<file path="src/rtl/mult_div_unit.sv">
// Iterative 32-bit multiply/divide unit with HI/LO result registers.
// MULT/MULTU run shift-add; DIV/DIVU run restoring division over 32 iterations plus a fix-up cycle.
module mult_div_unit (
    input  logic        clk,
    input  logic        rst,
    input  logic        start,
    input  logic [1:0]  op,
    input  logic [31:0] operand_a,
    input  logic [31:0] operand_b,
    input  logic        hi_write,
    input  logic        lo_write,
    input  logic [31:0] write_data,
    output logic        busy,
    output logic        done,
    output logic        div_by_zero,
    output logic [31:0] hi,
    output logic [31:0] lo
);

    localparam int unsigned DW = 32;
    localparam int unsigned CW = 5;

    typedef enum logic [1:0] {
        S_IDLE = 2'd0,
        S_RUN  = 2'd1,
        S_FIX  = 2'd2
    } state_e;

    state_e          state_q, state_d;
    logic [CW-1:0]   cnt_q, cnt_d;
    logic [1:0]      op_q, op_d;
    logic [2*DW-1:0] acc_q, acc_d;
    logic [DW-1:0]   mcand_q, mcand_d;
    logic [DW-1:0]   a_raw_q, a_raw_d;
    logic            neg_res_q, neg_res_d;
    logic            neg_rem_q, neg_rem_d;
    logic            dbz_q, dbz_d;
    logic            busy_q, busy_d;
    logic            done_q, done_d;
    logic [DW-1:0]   hi_q, hi_d;
    logic [DW-1:0]   lo_q, lo_d;

    logic            a_neg, b_neg, start_div, run_div, run_signed;
    logic [DW-1:0]   mag_a, mag_b;
    logic [DW:0]     mul_sum;
    logic [DW:0]     div_diff;
    logic [2*DW-1:0] prod_fix;
    logic [DW-1:0]   quot_fix, rem_fix;

    // Operand conditioning at launch: magnitudes for signed ops, raw for unsigned.
    always_comb begin
        start_div = op[1];
        a_neg     = ~op[0] & operand_a[DW-1];
        b_neg     = ~op[0] & operand_b[DW-1];
        mag_a     = a_neg ? (~operand_a + DW'(1)) : operand_a;
        mag_b     = b_neg ? (~operand_b + DW'(1)) : operand_b;
    end

    // Per-iteration datapath and final sign correction.
    always_comb begin
        run_div    = op_q[1];
        run_signed = ~op_q[0];
        mul_sum    = {1'b0, acc_q[2*DW-1:DW]} + (acc_q[0] ? {1'b0, mcand_q} : (DW+1)'(0));
        // Upper 33 bits of the left-shifted remainder minus the divisor; MSB set means negative.
        div_diff   = acc_q[2*DW-1:DW-1] - {1'b0, mcand_q};
        prod_fix   = (run_signed & neg_res_q) ? (~acc_q + (2*DW)'(1)) : acc_q;
        quot_fix   = (run_signed & neg_res_q) ? (~acc_q[DW-1:0] + DW'(1)) : acc_q[DW-1:0];
        rem_fix    = (run_signed & neg_rem_q) ? (~acc_q[2*DW-1:DW] + DW'(1)) : acc_q[2*DW-1:DW];
    end

    // Next-state and register update logic.
    always_comb begin
        state_d   = state_q;
        cnt_d     = cnt_q;
        op_d      = op_q;
        acc_d     = acc_q;
        mcand_d   = mcand_q;
        a_raw_d   = a_raw_q;
        neg_res_d = neg_res_q;
        neg_rem_d = neg_rem_q;
        dbz_d     = dbz_q;
        busy_d    = busy_q;
        done_d    = 1'b0;
        hi_d      = hi_q;
        lo_d      = lo_q;

        unique case (state_q)
            S_IDLE: begin
                if (start) begin
                    state_d   = S_RUN;
                    busy_d    = 1'b1;
                    cnt_d     = '0;
                    op_d      = op;
                    a_raw_d   = operand_a;
                    acc_d     = {{DW{1'b0}}, (start_div ? mag_a : mag_b)};
                    mcand_d   = start_div ? mag_b : mag_a;
                    neg_res_d = a_neg ^ b_neg;
                    neg_rem_d = a_neg;
                    dbz_d     = start_div && (operand_b == '0);
                end else begin
                    if (hi_write) hi_d = write_data;
                    if (lo_write) lo_d = write_data;
                end
            end
            S_RUN: begin
                if (run_div) begin
                    if (div_diff[DW]) begin
                        acc_d = {acc_q[2*DW-2:0], 1'b0};
                    end else begin
                        acc_d = {div_diff[DW-1:0], acc_q[DW-2:0], 1'b1};
                    end
                end else begin
                    acc_d = {mul_sum, acc_q[DW-1:1]};
                end
                cnt_d = cnt_q + CW'(1);
                if (cnt_q == CW'(31)) state_d = S_FIX;
            end
            S_FIX: begin
                state_d = S_IDLE;
                busy_d  = 1'b0;
                done_d  = 1'b1;
                if (!run_div) begin
                    hi_d = prod_fix[2*DW-1:DW];
                    lo_d = prod_fix[DW-1:0];
                end else if (dbz_q) begin
                    hi_d = a_raw_q;
                    lo_d = {DW{1'b1}};
                end else begin
                    hi_d = rem_fix;
                    lo_d = quot_fix;
                end
            end
            default: begin
                state_d = S_IDLE;
                busy_d  = 1'b0;
            end
        endcase
    end

    always_ff @(posedge clk or posedge rst) begin
        if (rst) begin
            state_q   <= S_IDLE;
            cnt_q     <= '0;
            op_q      <= '0;
            acc_q     <= '0;
            mcand_q   <= '0;
            a_raw_q   <= '0;
            neg_res_q <= 1'b0;
            neg_rem_q <= 1'b0;
            dbz_q     <= 1'b0;
            busy_q    <= 1'b0;
            done_q    <= 1'b0;
            hi_q      <= '0;
            lo_q      <= '0;
        end else begin
            state_q   <= state_d;
            cnt_q     <= cnt_d;
            op_q      <= op_d;
            acc_q     <= acc_d;
            mcand_q   <= mcand_d;
            a_raw_q   <= a_raw_d;
            neg_res_q <= neg_res_d;
            neg_rem_q <= neg_rem_d;
            dbz_q     <= dbz_d;
            busy_q    <= busy_d;
            done_q    <= done_d;
            hi_q      <= hi_d;
            lo_q      <= lo_d;
        end
    end

    assign busy        = busy_q;
    assign done        = done_q;
    assign div_by_zero = dbz_q;
    assign hi          = hi_q;
    assign lo          = lo_q;

endmodule
</file>
<file path="config.mk">
export PLATFORM = sky130hd
export DESIGN_NAME = mult_div_unit
export DESIGN_NICKNAME = d
export VERILOG_FILES = /design/src/rtl/mult_div_unit.sv
export SDC_FILE = /design/constraint.sdc
export NUM_CORES = 1
export LEC_CHECK = 0
export ABC_AREA = 0
export CAP_MARGIN = 25
export CORE_MARGIN = 2
export CORE_UTILIZATION = 53
export CTS_CLUSTER_SIZE = 40
export DETAILED_ROUTE_END_ITERATION = 8
export GPL_ROUTABILITY_DRIVEN = 0
export PLACE_DENSITY = 0.87
export SLEW_MARGIN = 30
export SYNTH_ARGS = -nofsm -noshare
export SYNTH_HDL_FRONTEND = slang
export SYNTH_SLANG_ARGS = --single-unit
</file>
<file path="constraint.sdc">
create_clock -name clk -period 7.6 [get_ports clk]
set_clock_uncertainty 0.15 [all_clocks]
set_input_delay 1.52 -clock clk [delete_from_list [all_inputs] [get_ports clk]]
set_output_delay 1.52 -clock clk [all_outputs]
set_load 0.02 [all_outputs]
</file>
---- After elaboration in Yosys (flattened, before gate mapping) ----
Cells that the tools add are included.
word-level totals
  register bits ........................... 206
  bits of input ports ..................... 103
  output and inout bits ................... 67
  logic and storage cells ................. 83
cells by class
  $add $sub $neg .......................... 8
  eq/ne operators ......................... 8
  mux-type cells .......................... 30
  bitwise operators ....................... 13
  reduce and logical (&&, ||, !) cells .... 11
operators by type and width
  operator               count
  $mux 32                15
  $mux 64                4
  $add 32x1->32 const B  4
  $not 32->32            4
  $pmux 32 s2            2
  $pmux 64 s2            1
  $add 64x1->64 const B  1
  $not 64->64            1
  $add 32x32->33         1
  $sub 33x32->33         1
  $logic_not 32->1       1
  $ne 2x2->1 const B     5
  $pmux 5 s2             1
  $reduce_and 2->1       4
  $reduce_and 3->1       2
  $add 5x1->5 const B    1
  $eq 5x5->1 const B     1
  $mux 5                 1
  $and 1x1->1            4
  $mux 2                 2
  $pmux 2 s2             1
  $reduce_bool 2->1      2
  $not 1->1              3
  $eq 2x1->1 const B     1
  other kinds (6)        7

---- Longest topological paths before layout ----
Gate-level depths: netlist of the first run.
  depth in word-level cells ............... 6
  gate-level depth with buffers ........... 14
  depth with buffers taken out ............ 13

---- Least setup slack after synthesis of the first run ----
No wires, ideal clock.
  path kind ............................... input -> register
  start ................................... in operand_b[13]
  end ..................................... reg acc_q[29]
  setup time .............................. 90 ps
  arrival ................................. 3635 ps
  data required time ...................... 7360 ps
  slack ................................... 3725 ps
  cell stages on the path ................. 9
  buffers on the path ..................... 0
  cell sequence ........................... or4_1 or4_1 nor2_1 nand3b_1 nor2b_1 a31oi_1 xnor2_1 mux2_2 o221ai_1
on the way
  longest elaborated chain between the ends .. 6
RTL lines
  what                    RTL line  RTL
  start: declaration      9         input logic [31:0] operand_b,
  $not 32->32             56        mag_b = b_neg ? (~operand_b + DW'(1)) : operand_b;
  $add 32x1->32           56
  $mux 32                 56
  $mux 32                 95        acc_d = {{DW{1'b0}}, (start_div ? mag_a : mag_b)};
  $mux 64                 89        if (start) begin
  $pmux 64 s2             87        unique case (state_q)
  end signal: assignment  145       acc_q <= '0;
  end signal: assignment  159       acc_q <= acc_d;
  end: declaration        32        logic [2*DW-1:0] acc_q, acc_d;
Every way passes these cells. The select of a mux whose other input is x is not followed.
A chain may end at the register's enable or synchronous reset.

---- Worst setup path after layout of the first run ----
  start ................................... reg acc_q[38]
  end ..................................... reg acc_q[37]
on the way
  longest elaborated chain between the ends .. 4
  elaborated cells on any way between the ends .. 5
  classes of those cells .................. add/sub (2); mux (3)
RTL lines
  what             RTL line  RTL
  $sub 33x32->33   65        div_diff = acc_q[2*DW-1:DW-1] - {1'b0, mcand_q};
  $mux 64          107       if (div_diff[DW]) begin
  $mux 64 (*)      106       if (run_div) begin
  $pmux 64 s2 (*)  87
Every way passes the cells marked *; elsewhere a longest branch is shown, timed or not.

==> results by group, run 1 <==
Synth
  – Async set-or-reset flop fraction in the synthesized netlist: 100%
  – Post-synthesis mux area share: under 10%
  – Compound-Gate Fraction of Synth Area: between 20% and 30%
  – Synth warn: 0
  – Mean post-synth cell area: approximately 8.0 um2
  – #FFs+latches synth: between 200 and 250
  – Synth area leaders: dfrtp_1 (30%), o21ai_0 (6.4%), a21oi_1 (6.2%), ha_1 (5.2%), xnor2_1 (5.1%)
  – Syn Std Cell Area: ~0.017 mm2
  – Top-count cell post-synth: nor2_1
  – Largest family of logic cells by synthesized area: compound AO/OA/AOI/OAI gates
  – Register area share after synthesis: a little under a third
  – Synth Instances: ~2.1k
  – Syn_nets: roughly 2.3k
  – Xor/xnor share of the synthesized area: about a tenth
  – Number of synthesized flops with an enable pin: 0
  – Yosys cell types: 87
  – Synth Area in Adders: under 10%
  – Post-Synth Simple-Gate Area: a little under a fifth
  – Most common library cells after synthesis: nor2_1 (222), o21ai_0 (218), nand2_1 (211)
  – Top_reg_cell synth: dfrtp_1
  – Synth area leader: dfrtp_1
  – Share of the synthesized area in the top cell type: between 30 and 40%

Global route
  – Number of global-route vias before repair: roughly 17k
  – First-pass GRT wire length: ~94000 um
  – Tot GR Track Use: 35.5%
  – Grt total ovfl: 0
  – Initial antenna violation count: 1
  – Largest net degree at the start of global routing: 115

Power and ir drop
  – Total Power: between 9 and 10 mW
  – Cell leakage power: 8.17 nW
  – Pwr dens: 470 mW/mm2
  – Worst VDD drop: 0.332 mV

Detailed routing
  – First-pass iteration count of the detailed router: 7
  – Routed Antenna Nets: 0
  – DRT iter0 DRCs: ~2.9k
  – Routed wire length per instance: roughly 23 um
  – Via density per instance: 6.87
  – Routed vias: 18.0k
  – Detailed-route DRC error count: 0
  – Routed WL: 61200 um

Min path
  – Hold Crit Class: reg2reg

Setup path
  – Slowest Stage Delay on Critical Path: approximately 0.67 ns
  – Kind of critical path: reg2reg
  – Worst path slowest cell: dfrtp_1
  – Crit path cell chain: ha_1 > a21oi_1 > nand2_1 > o211ai_1 > nand2_1 > a211oi_1 > nor4_1 > nor3b_2 > buf_4 > mux2_2 > a221o_1
  – Critical path's most frequent cell: nand2_1
  – WP buf/inv: 1
  – Critical Path Source Type: flip-flop
  – Worst setup EP type: flip-flop
  – Data arrival, critical path: ~4.8 ns
  – Maximum fanout along the worst path: 37
  – CP Data Required Time: between 7 and 8 ns
  – Top delay family on crit path: compound AO/OA/AOI/OAI gates

Floorplan
  – Die area: around 0.033 mm2
  – Core ar.: between 0.03 and 0.04 mm2
  – Initial Util: a little over half
  – Die H: around 180 um
  – Rows: 65
  – Chip width: approximately 180 um
  – I/O pins: 170

STA
  – Fin crit period: roughly 4.5 ns
  – Fin worst setup slack: 3.11 ns
  – Final count of hold timing violations: 0
  – Highest achievable clock rate: roughly 0.22 GHz
  – Count of final setup violators: 0
  – RSZ-0062 raised after global routing: no
  – Hold Worst Slack: between 0.3 and 0.4 ns
  – Worst Tran Pin Value: 1.04 ns
  – Final Max Slew Viols: 0
  – Setup TNS: 0 ns
  – Slew headroom: a little under a third
  – Fin crit share: 59.0%

Cells and area
  – Layout Utilization: slightly above 60%
  – Ant. Diodes: 0
  – Non-Filler Instances: ~2.6k
  – Share of cells above drive strength 1: 6.23%
  – Layout area overhead: 15.1%
  – Post-route design area: ~0.020 mm2
  – Nets: approximately 2.4k
  – Fillers: between 2k and 3k

Clock tree
  – CTS tree: yes
  – H-Tree Depth: 1
  – # resized after CTS: 0
  – CTS Buf Count: 24
  – Clock tree buffer depth: 3
  – Root buffer cell: clkbuf_16
  – Post-CTS setup buffers: 0
  – CTS hold repair buffers: 0
  – Worst-skew pair later-pin latency: about 0.56 ns
  – CTS sink cnt: 206
  – Clk pin slew, worst setup/hold paths: 0.06 ns

Placement
  – Hpwl dp: about 45000 um
  – Placed Cells: roughly 2.6k
  – PortBufs: about 170
  – Dpl ws: between 2 and 3 ns
  – Placed cell area: 0.0188 mm2

Run
  – Max Cap Viol: 0

Run status
  – Status: finished clean
registers in the layout (all words and copies together), names as in the netlist:
register and cells:
acc_q 64, cnt_q 5, done 1, lo 32, neg_rem_q 1, op_q 2, busy 1, hi 32
a_raw_q 32, div_by_zero 1, neg_res_q 1, mcand_q 32, state_q 2
power breakdown:
group / internal [mW] / switching [mW]
Clock: 0.685 / 0.505
Sequential: 1.60 / 0.866
Combinational: 2.32 / 3.22
Total: 4.60 / 4.59
final cells by class:
cell class | count | area, um2 | share of cell area (%)
Clock buffer | 33 | 674 | 3.45
Clock inverter | 8 | 104 | 0.531
Inverter | 68 | 263 | 1.34
Multi-Input combinational cell | 1713 | 11000 | 56.2
Sequential cell | 206 | 5160 | 26.4
Tap cell | 402 | 503 | 2.57
Timing Repair Buffer | 188 | 1860 | 9.49
kinds of logic after synthesis:
| kind of cell | Yosys count |
|---|---|
| AO/OA/AOI/OAI | 698 |
| AND/OR/NAND/NOR | 660 |
| buffers and inverters | 208 |
| flip-flops | 206 |
| XOR/XNOR | 181 |
| multiplexers | 102 |
| adder cells (fa/ha/maj) | 72 |
tightest hold or removal path: stages (launching register included):
cell and delay, ns:
dfrtp_1 0.34, nand2_1 0.05, o21ai_0 0.06
metal layers:
layer	wire length [um]	up-vias	GRT usage (%)
met5	14	-	0
met4	4280	2	20.3
met3	8540	348	9.87
met2	26200	1468	54.2
met1	22100	8366	45.4
li1	-	7808	-
cell usage in the layout (no fill, tap or decap), types with 15 or more instances in the layout:
cell type and count:
mux2i_1 67, o221ai_1 15, xor2_1 83, buf_4 18, or3_1 18, nor3_1 39, nor2_1 221, ha_1 70
xnor2_1 98, nand3_1 21, a21o_1 23, o22ai_1 37, and2_1 16, dfrtp_1 204, mux2_2 35, o21a_1 15
nor2b_1 17, clkdlybuf4s50_1 168, a211oi_1 17, a22oi_1 21, a31oi_1 19, nand2_1 208, o31ai_1 16, o21ai_0 218
clkbuf_16 24, nor4_1 19, inv_1 67, a21oi_1 210, nand2b_1 20
path summary, 6_finish.rpt:
check / from / slack, ns / depth (start not counted) / endpoint
max: acc_q[38]$_DFFE_PP0P_ / 3.11 / 11 / acc_q[37]$_DFFE_PP0P_
min: lo[26]$_DFFE_PP0P_ / 0.33 / 2 / lo[26]$_DFFE_PP0P_
max reg2reg: acc_q[38]$_DFFE_PP0P_ / 3.11 / 11 / acc_q[37]$_DFFE_PP0P_
min reg2reg: lo[26]$_DFFE_PP0P_ / 0.33 / 2 / lo[26]$_DFFE_PP0P_
max in group asynchronous: rst / 4.60 / 3 / div_by_zero$_DFFE_PP0P_
min in group asynchronous: rst / 1.37 / 2 / lo[22]$_DFFE_PP0P_
(Power assumes the default switching activity.)
==> inputs of run 2 (changes only) <==
--- a/config.mk
+++ b/config.mk
@@ -8,11 +8,11 @@
 export ABC_AREA = 0
 export CAP_MARGIN = 25
 export CORE_MARGIN = 2
-export CORE_UTILIZATION = 53
+export CORE_UTILIZATION = 59
 export CTS_CLUSTER_SIZE = 40
 export DETAILED_ROUTE_END_ITERATION = 8
 export GPL_ROUTABILITY_DRIVEN = 0
-export PLACE_DENSITY = 0.87
+export PLACE_DENSITY = 0.91
 export SLEW_MARGIN = 30
 export SYNTH_ARGS = -nofsm -noshare
 export SYNTH_HDL_FRONTEND = slang
==> constraint.sdc (replaced) <==
create_clock -name clk -period 4.6 [get_ports clk]
set_clock_uncertainty 0.15 [all_clocks]
set_input_delay 0.92 -clock clk [delete_from_list [all_inputs] [get_ports clk]]
set_output_delay 0.92 -clock clk [all_outputs]
set_load 0.02 [all_outputs]
==> run 2 against run 1 <==
The run now ends with design-rule violations left. Clock power rose by 68%. Utilization rose by 7.4 points. Total power rose by 68%. Critical path depth rose by 4. Flip-flop and latch count did not move. Cell count rose by 0.50%. Critical path type unchanged. Critical endpoint is now acc_q[53]$_DFFE_PP0P_. Highest routed layer unchanged.
==> results by group, run 2 (synthesis results as in run 1) <==
STA
  – Fin crit share: 89.2% (+30 points)
  – Fin crit period: 4.10 ns (-0.382 ns)
  – Fin worst setup slack: 0.497 ns (-2.62 ns)
  – Final Max Slew Viols: 0 (unchanged)
  – Setup TNS: 0 ns (unchanged)
  – Worst Tran Pin Value: 0.999 ns (-0.0384 ns)
  – RSZ-0062 raised after global routing: no
  – Highest achievable clock rate: 0.244 GHz (+9.3%)
  – Final count of hold timing violations: 0 (unchanged)
  – Slew headroom: 33.4% (+2.8 points)
  – Count of final setup violators: 0 (unchanged)

Detailed routing
  – Detailed-route DRC error count: 2 (+2)
  – First-pass iteration count of the detailed router: 9 (+2)
  – Routed WL: 61400 um (+0.32%)
  – Routed wire length per instance: 23.3 um (-0.17%)
  – Routed vias: 18.3k (+1.7%)
  – Via density per instance: 6.95 (+1.2%)
  – DRT iter0 DRCs: 3198 (+12%)
  – Routed Antenna Nets: 0 (unchanged)

Clock tree
  – Clk pin slew, worst setup/hold paths: 0.06 ns (about the same)
  – Clock tree buffer depth: 3 (unchanged)
  – CTS Buf Count: 24 (unchanged)
  – Worst-skew pair later-pin latency: 0.55 ns (about the same)
  – Post-CTS setup buffers: 0 (unchanged)
  – CTS sink cnt: 206 (unchanged)
  – # resized after CTS: 0 (unchanged)
  – H-Tree Depth: 1 (unchanged)
  – CTS hold repair buffers: 0 (unchanged)
  – CTS tree: yes
  – Root buffer cell: clkbuf_16

Run status
  – Failing checks: design-rule violations
  – Status: complete, but fails checks

Global route
  – Number of global-route vias before repair: 17.2k (+1.3%)
  – Tot GR Track Use: 39.4% (+3.9 points)
  – First-pass GRT wire length: 94200 um (+0.61%)
  – Grt total ovfl: 0 (unchanged)
  – Initial antenna violation count: 3 (+2)
  – Largest net degree at the start of global routing: 79 (-31%)

Setup path
  – Slowest Stage Delay on Critical Path: 0.52 ns (-0.15 ns)
  – WP buf/inv: 4 (+3)
  – Worst setup EP type: flip-flop
  – Data arrival, critical path: 4.36 ns (-0.41 ns)
  – Critical path's most frequent cell: buf_4
  – Top delay family on crit path: compound AO/OA/AOI/OAI gates
  – Worst path slowest cell: dfrtp_1
  – Kind of critical path: reg2reg
  – CP Data Required Time: 4.85 ns (-3.04 ns)
  – Crit path cell chain: inv_1 > buf_4 > nor2_1 > ha_1 > o21a_1 > o31ai_1 > buf_4 > a2111oi_0 > buf_4 > o311ai_0 > a31oi_1 > a21oi_1 > o21bai_1 > mux2i_1 > o211ai_1
  – Maximum fanout along the worst path: 29 (-22%)
  – Critical Path Source Type: flip-flop

Power and ir drop
  – Pwr dens: 780 mW/mm2 (+66%)
  – Logic gate share of total power: 62.2% (+2.0 points)
  – Net Sw Frac: 49.5% (-0.43 points)
  – Cell leakage power: 8.32 nW (+1.9%)
  – Sequential cell fraction of total power: 24.9% (-1.9 points)
  – Clock share of power: 12.9% (about the same)
  – Switching pwr: 7.65 mW (+67%)
  – Worst VDD drop: 0.594 mV (+79%)
  – Pint: 7.81 mW (+70%)

Placement
  – Placed Cells: 2586 (+0.35%)
  – Placed cell area: 0.0190 mm2 (+1.2%)
  – Dpl ws: 0.568 ns (-2.31 ns)
  – Hpwl dp: 45400 um (+1.2%)
  – PortBufs: 169 (unchanged)

Cells and area
  – Commonest non-fill, non-tap cell in the layout: nor2_1
  – Share of cells above drive strength 1: 7.31% (+1.1 points)
  – Footprint of the multi-input gates: 0.0110 mm2 (about the same)
  – Layout area overhead: 16.7%
  – Top reg by flops: acc_q
  – Fillers: 2101 (-18%)
  – Post-route design area: 0.0198 mm2 (+1.3%)
  – Non-Filler Instances: 2631 (+0.50%)
  – Nets: 2403 (+1.1%)
  – Most frequent cells in the layout: nor2_1 (222), o21ai_0 (218), a21oi_1 (210)
  – Number of flip-flops in the largest register: 64 (unchanged)
  – Seq. cell area: 0.00516 mm2 (unchanged)

Min path
  – Hold Crit Class: reg2reg

Floorplan
  – Die H: 174 um (-5.1%)
  – Initial Util: 59.5% (+5.7 points)
  – Rows: 62 (-4.6%)
  – Core ar.: 0.0285 mm2 (-9.5%)
  – Die area: 0.0302 mm2 (-10%)
  – Chip width: 174 um (-5.1%)
  – I/O pins: 170 (unchanged)

Run
  – Max Cap Viol: 0 (unchanged)
[run 2: routing by layer]
layer  vias to the layer above  global-route usage (%)  share of wire, %
met2                      1543                    58.5                42
li1                       7865                       -                 -
met5                         -                   0.801             0.015
met3                       410                    12.7                15
met4                         2                    24.9               8.1
met1                      8473                    49.6                35
[run 2: power groups by stage]
stage	Sequential [mW]	Clock, mW	Combinational, mW
final	3.85	2.00	9.61
after global routing	3.88	2.07	10.3
after CTS	3.74	1.99	9.27
after detailed placement	3.76	0	9.15
after global placement	3.70	0	8.78
after floorplan	3.51	0	6.53
[run 2: worst paths after layout]
check / to / start / depth (start not counted) / slack [ns]
hold reg to reg: lo[26]$_DFFE_PP0P_ / lo[26]$_DFFE_PP0P_ / 2 / 0.32
setup reg to reg: acc_q[53]$_DFFE_PP0P_ / acc_q[0]$_DFFE_PP0P_ / 15 / 0.50
setup / recovery: acc_q[53]$_DFFE_PP0P_ / acc_q[0]$_DFFE_PP0P_ / 15 / 0.50
max in group asynchronous: op_q[1]$_DFFE_PP0P_ / rst / 3 / 2.92
min in group asynchronous: hi[0]$_DFFE_PP0P_ / rst / 2 / 0.49
hold / removal: lo[26]$_DFFE_PP0P_ / lo[26]$_DFFE_PP0P_ / 2 / 0.32
[run 2: metrics by stage]
step / util, % / power [mW] / hold WS, ns
floorplan: - / 10.0 / 0.289
global route: 69.4 / 16.2 / 0.361
detailed placement: 66.6 / 12.9 / 0.320
CTS: 69.4 / 15.0 / 0.333
finish: 69.4 / 15.5 / 0.325
global placement: 66.4 / 12.5 / 0.311
[run 2: worst reg2reg max path: stages (launching register included)]
cell and delay [ns]:
dfrtp_1 0.52, inv_1 0.31, buf_4 0.39, nor2_1 0.10
ha_1 0.36, o21a_1 0.14, o31ai_1 0.06, buf_4 0.15
a2111oi_0 0.40, buf_4 0.20, o311ai_0 0.16, a31oi_1 0.32
a21oi_1 0.17, o21bai_1 0.22, mux2i_1 0.21, o211ai_1 0.10
[run 2: area by class of cell]
class	count	share of cell area [%]
tap	384	2.42
clock inverter	9	0.707
antenna	3	0.0379
timing repair buffer	215	10.7
multi-input combinational	1713	55.5
sequential	206	26.0
inverter	68	1.31
clock buffer	33	3.35
